$ cat src/rtl/block_unpack_buffer.sv
// Element realignment buffer: upstream pushes packed groups, downstream reads the
// oldest ELMS elements and consumes a variable count per cycle; survivors shift to index 0.
module block_unpack_buffer #(
  parameter int ELMS = 8,
  parameter int DATA = 8,
  localparam int CNT = $clog2(ELMS + 1),
  localparam int DEPTH = 2 * ELMS,
  localparam int CW = $clog2(DEPTH + 1)
) (
  input  logic                       clk,
  input  logic                       reset_,
  input  logic                       flush,
  input  logic                       in_valid,
  output logic                       in_ready,
  input  logic [ELMS-1:0][DATA-1:0]  in_data,
  input  logic [CNT-1:0]             in_num,
  output logic [ELMS-1:0][DATA-1:0]  out_data,
  output logic [CNT-1:0]             out_avail,
  input  logic [CNT-1:0]             out_take,
  output logic [CW-1:0]              count
);

  localparam logic [CW-1:0]  ELMS_W = CW'(ELMS);
  localparam logic [CNT-1:0] ELMS_N = CNT'(ELMS);

  logic [DEPTH-1:0][DATA-1:0] mem;
  logic [DEPTH-1:0][DATA-1:0] mem_next;
  logic [DEPTH-1:0][DATA-1:0] shifted;
  logic [DEPTH-1:0][DATA-1:0] ins;
  logic [ELMS-1:0][DATA-1:0]  data_m;
  logic [CNT-1:0]             take_eff;
  logic [CNT-1:0]             num_eff;
  logic [CW-1:0]              base;
  logic [CW-1:0]              count_next;
  logic                       push;

  // Handshake: a group transfers on a cycle where in_valid & in_ready are both high.
  // in_ready depends on registered count only, so it never waits on out_take.
  assign in_ready  = (count <= ELMS_W);
  assign out_avail = (count > ELMS_W) ? ELMS_N : count[CNT-1:0];
  assign push      = in_valid & in_ready;

  always_comb begin
    out_data = '0;
    for (int k = 0; k < ELMS; k++) begin
      out_data[k] = (CNT'(k) < out_avail) ? mem[k] : '0;
    end
  end

  always_comb begin
    take_eff = (out_take > out_avail) ? out_avail : out_take;
    num_eff  = (in_num > ELMS_N) ? ELMS_N : in_num;
    base     = count - CW'(take_eff);

    // Slots at or above count are always zero, so shifting and OR-ing in new data is safe.
    shifted = mem;
    for (int k = 0; k < ELMS; k++) begin
      if (CNT'(k) < take_eff) shifted = shifted >> DATA;
    end

    data_m = '0;
    for (int k = 0; k < ELMS; k++) begin
      data_m[k] = (CNT'(k) < num_eff) ? in_data[k] : '0;
    end

    ins = '0;
    ins[ELMS-1:0] = data_m;
    for (int k = 0; k < ELMS; k++) begin
      if (CW'(k) < base) ins = ins << DATA;
    end

    mem_next   = push ? (shifted | ins) : shifted;
    count_next = base + (push ? CW'(num_eff) : '0);

    if (flush) begin
      mem_next   = '0;
      count_next = '0;
    end
  end

  always_ff @(posedge clk or negedge reset_) begin
    if (!reset_) begin
      mem   <= '0;
      count <= '0;
    end else begin
      mem   <= mem_next;
      count <= count_next;
    end
  end

endmodule
$ cat config.mk
export PLATFORM = sky130hd
export DESIGN_NAME = block_unpack_buffer
export DESIGN_NICKNAME = d
export VERILOG_FILES = /design/src/rtl/block_unpack_buffer.sv
export SDC_FILE = /design/constraint.sdc
export NUM_CORES = 1
export LEC_CHECK = 0
export CORE_AREA = 8 8 278 280
export CTS_CLUSTER_SIZE = 12
export DETAILED_ROUTE_END_ITERATION = 10
export DIE_AREA = 0 0 286 288
export PLACE_DENSITY = 0.42
export SYNTH_ARGS = -nofsm -noshare
export SYNTH_HDL_FRONTEND = slang
export SYNTH_SLANG_ARGS = --single-unit
$ cat constraint.sdc
create_clock -name clk -period 16.4 [get_ports clk]
set_clock_uncertainty 0.15 [all_clocks]
set_input_delay 2.46 -clock clk [delete_from_list [all_inputs] [get_ports clk]]
set_output_delay 2.46 -clock clk [all_outputs]
set_load 0.05 [all_outputs]
==> results of run 1 <==
per-stage QoR:
stage                     setup slack [ps]  std cells  hold WS (ps)  instance area, sq um
after floorplan                       8930       2719           405                 18100
after global placement                6320       3627           534                 20200
after detailed placement              6160       3627           528                 20200
after CTS                             6620       3658           545                 20800
after global routing                  6210       3658           606                 20800
final                                 6400       3659           538                 20800
cell usage in the layout (no fill, tap or decap), types with 9 or more instances in the layout:
cell             synthesis  final
nor2b_1                 43     43
a211oi_1                58     58
nor3_1                  56     56
ha_1                    11      9
nand3_1                138    137
mux2_2                  29     29
a21oi_1                235    233
mux2i_1                 73     72
o22ai_1                 82     82
a21o_1                  14     14
and2_1                  43     43
a311oi_1                31     31
o21ai_1                 15     14
o211ai_1                73     73
o21ai_0                165    165
or3_1                   15     15
o32ai_1                 10     10
and3_1                  25     24
o2bb2ai_1               10     10
buf_4                   29     73
dfrtp_1                133    133
a31oi_1                 88     88
inv_1                   14     14
o221ai_1                32     32
a22oi_1                 22     22
clkbuf_16                0     17
clkdlybuf4s50_1          0    147
o31ai_1                 13     13
nor2_1                 236    233
nand2_1                529    527
a211o_1                 12     12
a22o_1                  11     11
a221oi_1                23     23
state kept, by name, indices dropped and copies added (netlist names):
| name | count |
|---|---|
| mem | 128 |
| count | 5 |
cell families (layout without fill, tap and decap cells):
family	Yosys count	in the layout	synth area share
AOI/OAI and AO/OA	1016	1016	0.376
xor gates and xnor gates	5	5	0.00346
adders and majority gates	12	12	0.00873
buffers and inverters	293	273	0.0767
DFF	133	133	0.184
muxes	112	112	0.0690
other	0	1	0
and+or+nand+nor	1148	1148	0.282
synthesized netlist by cell type (all sizes together), types with 25 or more instances:
cell and n:
clkbuf 113, nand3 139, o221ai 32, a211oi 61, mux2i 76, buf 161, a21oi 244, o21ai 190
and2 49, nor3 59, nor2b 44, and3 25, a31oi 88, nor2 243, dfrtp 133, a311oi 31
nand2 533, o211ai 75, mux2 31, o22ai 83
critical path: cells and delay by family:
family	cells	cell delay (ps)
compound gates	7	1890
buf+inv	5	1880
simple gates	6	2970
fa+ha+maj	2	640
mux	1	320
per-layer routing:
| layer | vias to the layer above | GRT usage | routed length, um |
|---|---|---|---|
| met5 | - | 0 | 11 |
| met4 | 2 | 0.144 | 6980 |
| met3 | 315 | 0.0841 | 15500 |
| met2 | 1943 | 0.438 | 54000 |
| met1 | 11900 | 0.403 | 52900 |
| li1 | 10000 | - | - |
worst min path at each step:
stage	endpoint	cells past startpoint	slack, ps	startpoint
floorplan	mem[31]	2	400	mem[95]
global placement	mem[124]	2	530	mem[124]
detailed placement	mem[124]	2	530	mem[124]
CTS	mem[124]	2	540	mem[124]
global route	mem[124]	2	610	mem[124]
finish	mem[124]	2	540	mem[124]
final cells by class:
cell class,instances,share of cell area
antenna,1,0.000120
clock buffer,17,0.0205
clock inverter,14,0.00963
inverter,19,0.00349
multi-input combinational,2293,0.649
sequential,133,0.160
tap,959,0.0577
timing repair buffer,223,0.0996
==> run summary, run 1 <==
Layout area overhead: 15.1%
Clock buffer depth: 2
Worst Setup End Kind: flip-flop
Post-route ant nets: 0
CTS Root Cell: clkbuf_16
DIE AREA: 0.0824 sq mm
Die width: 286 um
Synthesis Warnings: 0
Largest net degree at the start of global routing: 96
Final Slew Violations: 0
R2R Setup Slk: 7740 ps
Worst skew pair latency: 470 ps
Synth Net Count: 2807
FF-to-FF Start: count[0]
Fillers: 8123
Initial antenna violation count: 3
Vias: 24200
Avg Synthesized Cell Area: 6.64 sq um
Worst path arrival time: 10220 ps
Relative slew slack: 0.0537
Clk sink count: 133
First drt pass iteration count: 7
IO buf count: 149
CP max stage delay: 1270 ps
Critical Path Sink: mem[83]
Mapped Area: 0.0181 sq mm
CTS tree: done
Fmax: 100 MHz
Critical path data required time: 16620 ps
Area of the multi-input gates: 0.0135 sq mm
Setup Buffers After CTS: 0
GPL Wtd Cong: 1.01
Post-synthesis async set-or-reset flop share: 1.00
Status: finished, final reports clean
Starting Density: 0.249
Post-synth cell types: 101
Die Ht: 288 um
Critical-path cell list: clkdlybuf4s50_1 -> ha_1 -> nor2b_4 -> o211ai_1 -> a21oi_4 -> mux2i_4 -> buf_4 -> clkinv_2 -> ha_4 -> inv_1 -> a21oi_1 -> o221ai_1 -> and2_1 -> a31oi_1 -> or2_0 -> nand2_2 -> buf_4 -> nand2_1 -> nor2_1 -> o221ai_1 -> o211ai_1
Number of global-route vias before repair: 22300
Clock-pin slew on the worst setup and hold paths: 70 ps
# rows: 99
RSZ-0062 raised after global routing: no
Type of the worst min-delay path: reg -> reg
Min cycle time layout: 10000 ps
Measured slew at the worst slew-check pin: 1410 ps
Fin util: 0.287
Final Hold Viols: 0
Critical path class: in -> reg
Yosys top cell by area: dfrtp_1
FF/Latch Area: 0.00333 sq mm
Wirelength per Cell: 35.4 um
Leading register cell type out of synthesis: dfrtp_1
Terminus of the critical flop-to-flop path: mem[83]
Global-route wire length before repair: 181000 um
Sequential area share after synthesis: 0.184
CTS Buf Count: 17
CTS H-tree depth: 4
GR Overflow Total: 0
Cts repair resizes: 0
Synth top area share: 0.184
#FFs+latches synth: 133
Finish-stage setup viols: 0
# nets final: 2775
Final cycle utilization of the critical path: 0.610
Ports: 150
Worst R2R Path Depth: 21
DRC: 0
Ranking of synthesized cells by area: dfrtp_1 (18%), nand2_1 (11%), a21oi_1 (6.5%)
GRT Util Overall: 0.300
Hold buffer count at CTS: 0
Share of layout cells above drive strength 1: 0.0830
Via density: 6.61
Post-synth EDFFs: 0
Hpwl dp: 93700 um
Setup TNS: 0 ps
Std-Cell Core Area: 0.0726 sq mm
Max Cap Violations: 0
Slowest CP cell: nor2_1
CP max FO: 37
Drt initial violations: 3889
Post-Syn Instances: 2719
Routed Wire Length: 129000 um
Critical path launch point: out_take[1]
Critical Path Source Type: input port
Power of run 1 is not shown: default switching activity piles up to over one toggle a cycle in this logic, so the estimate is an artifact.
==> inputs of run 2 (changes only) <==
==> constraint.sdc (replaced) <==
create_clock -name clk -period 10.3 [get_ports clk]
set_clock_uncertainty 0.15 [all_clocks]
set_input_delay 1.545 -clock clk [delete_from_list [all_inputs] [get_ports clk]]
set_output_delay 1.545 -clock clk [all_outputs]
set_load 0.05 [all_outputs]
==> run 2 against run 1 <==
Effect of this change:
- die area unchanged
- register-to-register slack lost 4900 ps
- worst hold slack got worse by 23 ps
- count of clock-buffer cells in the layout is 2 higher
- sequential share of layout area about the same
- cell count is 0.14% higher
- routed wire length rose by 4.1%
- the run now ends with capacitance limit, slew limit left
- highest routed layer unchanged
- first-iteration DRC count is 3.6% higher
- non-clock buffer count is 3 higher
- global-route usage up 1.3 points
==> run summary, run 2 (same netlist as run 1, synthesis figures left out) <==
Std-Cell Core Area: 0.0726 sq mm (unchanged)
Share of layout cells above drive strength 1: 0.0836 (+0.000617)
Routed Wire Length: 135000 um (+4.1%)
Via density: 6.62 (+0.16%)
GPL Wtd Cong: 0.982 (-2.3%)
DIE AREA: 0.0824 sq mm (unchanged)
Max Cap Violations: 1 (+1)
Commonest non-fill, non-tap cells in the layout: nand2_1 (527), nor2_1 (233), a21oi_1 (233), o21ai_0 (165), clkdlybuf4s50_1 (147)
Placed Instance Area: 0.0202 sq mm (+0.11%)
Global-route wire length before repair: 188000 um (+3.6%)
Hold buffer count at CTS: 0 (unchanged)
Min-delay src: mem[121]
Failing checks: capacitance limit, slew limit
Measured slew at the worst slew-check pin: 1510 ps (+93.0 ps)
CTS tree: done
Ports: 150 (unchanged)
Most flops, register: mem
Max reg flops: 128 (unchanged)
Largest regs: mem x128, count x5
Clk sink count: 133 (unchanged)
Min cycle time layout: 7910 ps
Vias: 24200 (+0.29%)
Number of global-route vias before repair: 22500 (+0.94%)
CTS Buf Count: 17 (unchanged)
Relative slew slack: -0.0125 (-0.0662)
First drt pass iteration count: 6 (-1)
CP max FO: 33 (-11%)
Final Slew Violations: 4 (+4)
CTS Root Cell: clkbuf_16
Worst Setup End Kind: flip-flop
Final cycle utilization of the critical path: 0.768
Starting Density: 0.249 (unchanged)
DRC: 0 (unchanged)
Type of the worst min-delay path: reg -> reg
# rows: 99 (unchanged)
RSZ-0062 raised after global routing: no
Hpwl dp: 97500 um (+4.1%)
IO buf count: 149 (unchanged)
Final instance area: 0.0208 sq mm (-0.16%)
Clock-pin slew on the worst setup and hold paths: 70 ps (about the same)
Critical Path Source Type: input port
CTS H-tree depth: 4 (unchanged)
# nets final: 2778 (+0.11%)
Final Hold Viols: 0 (unchanged)
Layout area overhead: 14.9%
Largest net degree at the start of global routing: 129 (+34%)
Post-route ant nets: 0 (unchanged)
Critical path launch point: out_take[1]
Critical path data required time: 10480 ps (-6140 ps)
Setup TNS: 0 ps (unchanged)
Die width: 286 um (unchanged)
GR Overflow Total: 0 (unchanged)
Die Ht: 288 um (unchanged)
Finish-stage setup viols: 0 (unchanged)
Fmax: 126 MHz
Setup Buffers After CTS: 0 (unchanged)
Commonest non-fill, non-tap cell in the layout: nand2_1
Critical path class: in -> reg
Drt initial violations: 4028 (+3.6%)
Clock buffer depth: 2 (unchanged)
Cts repair resizes: 0 (unchanged)
Wirelength per Cell: 36.8 um (+4.0%)
Worst skew pair latency: 470 ps (about the same)
Status: complete, but fails checks
GRT Util Overall: 0.313 (+0.0131)
Worst path arrival time: 8090 ps (-2130 ps)
Initial antenna violation count: 5 (+2)
FF-to-FF Start: count[4]
## run 2: path summary, 6_finish.rpt
check | to | slack (ps) | cells past startpoint
worst max register to register | mem[93] | 2820 | 20
min in group asynchronous | mem[7] | 1020 | 1
worst max-delay path | mem[93] | 2390 | 19
worst min-delay path | mem[121] | 520 | 2
worst min register to register | mem[121] | 520 | 2
max in group asynchronous | count[4] | 7400 | 2
## run 2: critical path, cell delays in order
cell and delay [ps]:
clkdlybuf4s50_1 530, ha_1 370, nor2b_4 150, o211ai_1 160, a21oi_4 580, mux2i_4 390, clkinv_2 160, ha_4 190
inv_1 120, ha_4 180, nand2b_1 140, o22ai_2 130, xnor2_4 220, buf_4 300, nor2_1 840, a21oi_4 230
nor3_1 1210, a221oi_1 200, a21oi_1 430
## run 2: routing by layer
layer / part of all wire / global-route usage
met1: 0.42 / 0.427
met2: 0.41 / 0.458
met3: 0.12 / 0.0848
met4: 0.052 / 0.135
met5: 0.00027 / 0
## run 2: area by class of cell
type / count / area, sq um
timing repair buffer: 226 / 2110
fill: 8142 / 51800
inverter: 19 / 72.6
multi-input combinational: 2293 / 13500
sequential: 133 / 3330
tap: 959 / 1200
clock buffer: 19 / 443
antenna: 2 / 5.00
clock inverter: 13 / 125
## run 2: stage by stage
| stage | setup slack, ps | hold slack [ps] | util | instances |
|---|---|---|---|---|
| 3_5_place_dp | 2120 | 504 | 0.278 | 3630 |
| 2_1_floorplan | 3590 | 405 | - | 2719 |
| 6_report | 2390 | 515 | 0.286 | 3664 |
| 3_3_place_gp | 2170 | 503 | 0.278 | 3630 |
| 4_1_cts | 2580 | 512 | 0.286 | 3662 |
| 5_1_grt | 2120 | 526 | 0.286 | 3662 |
Power of run 2 is left out for the same reason.
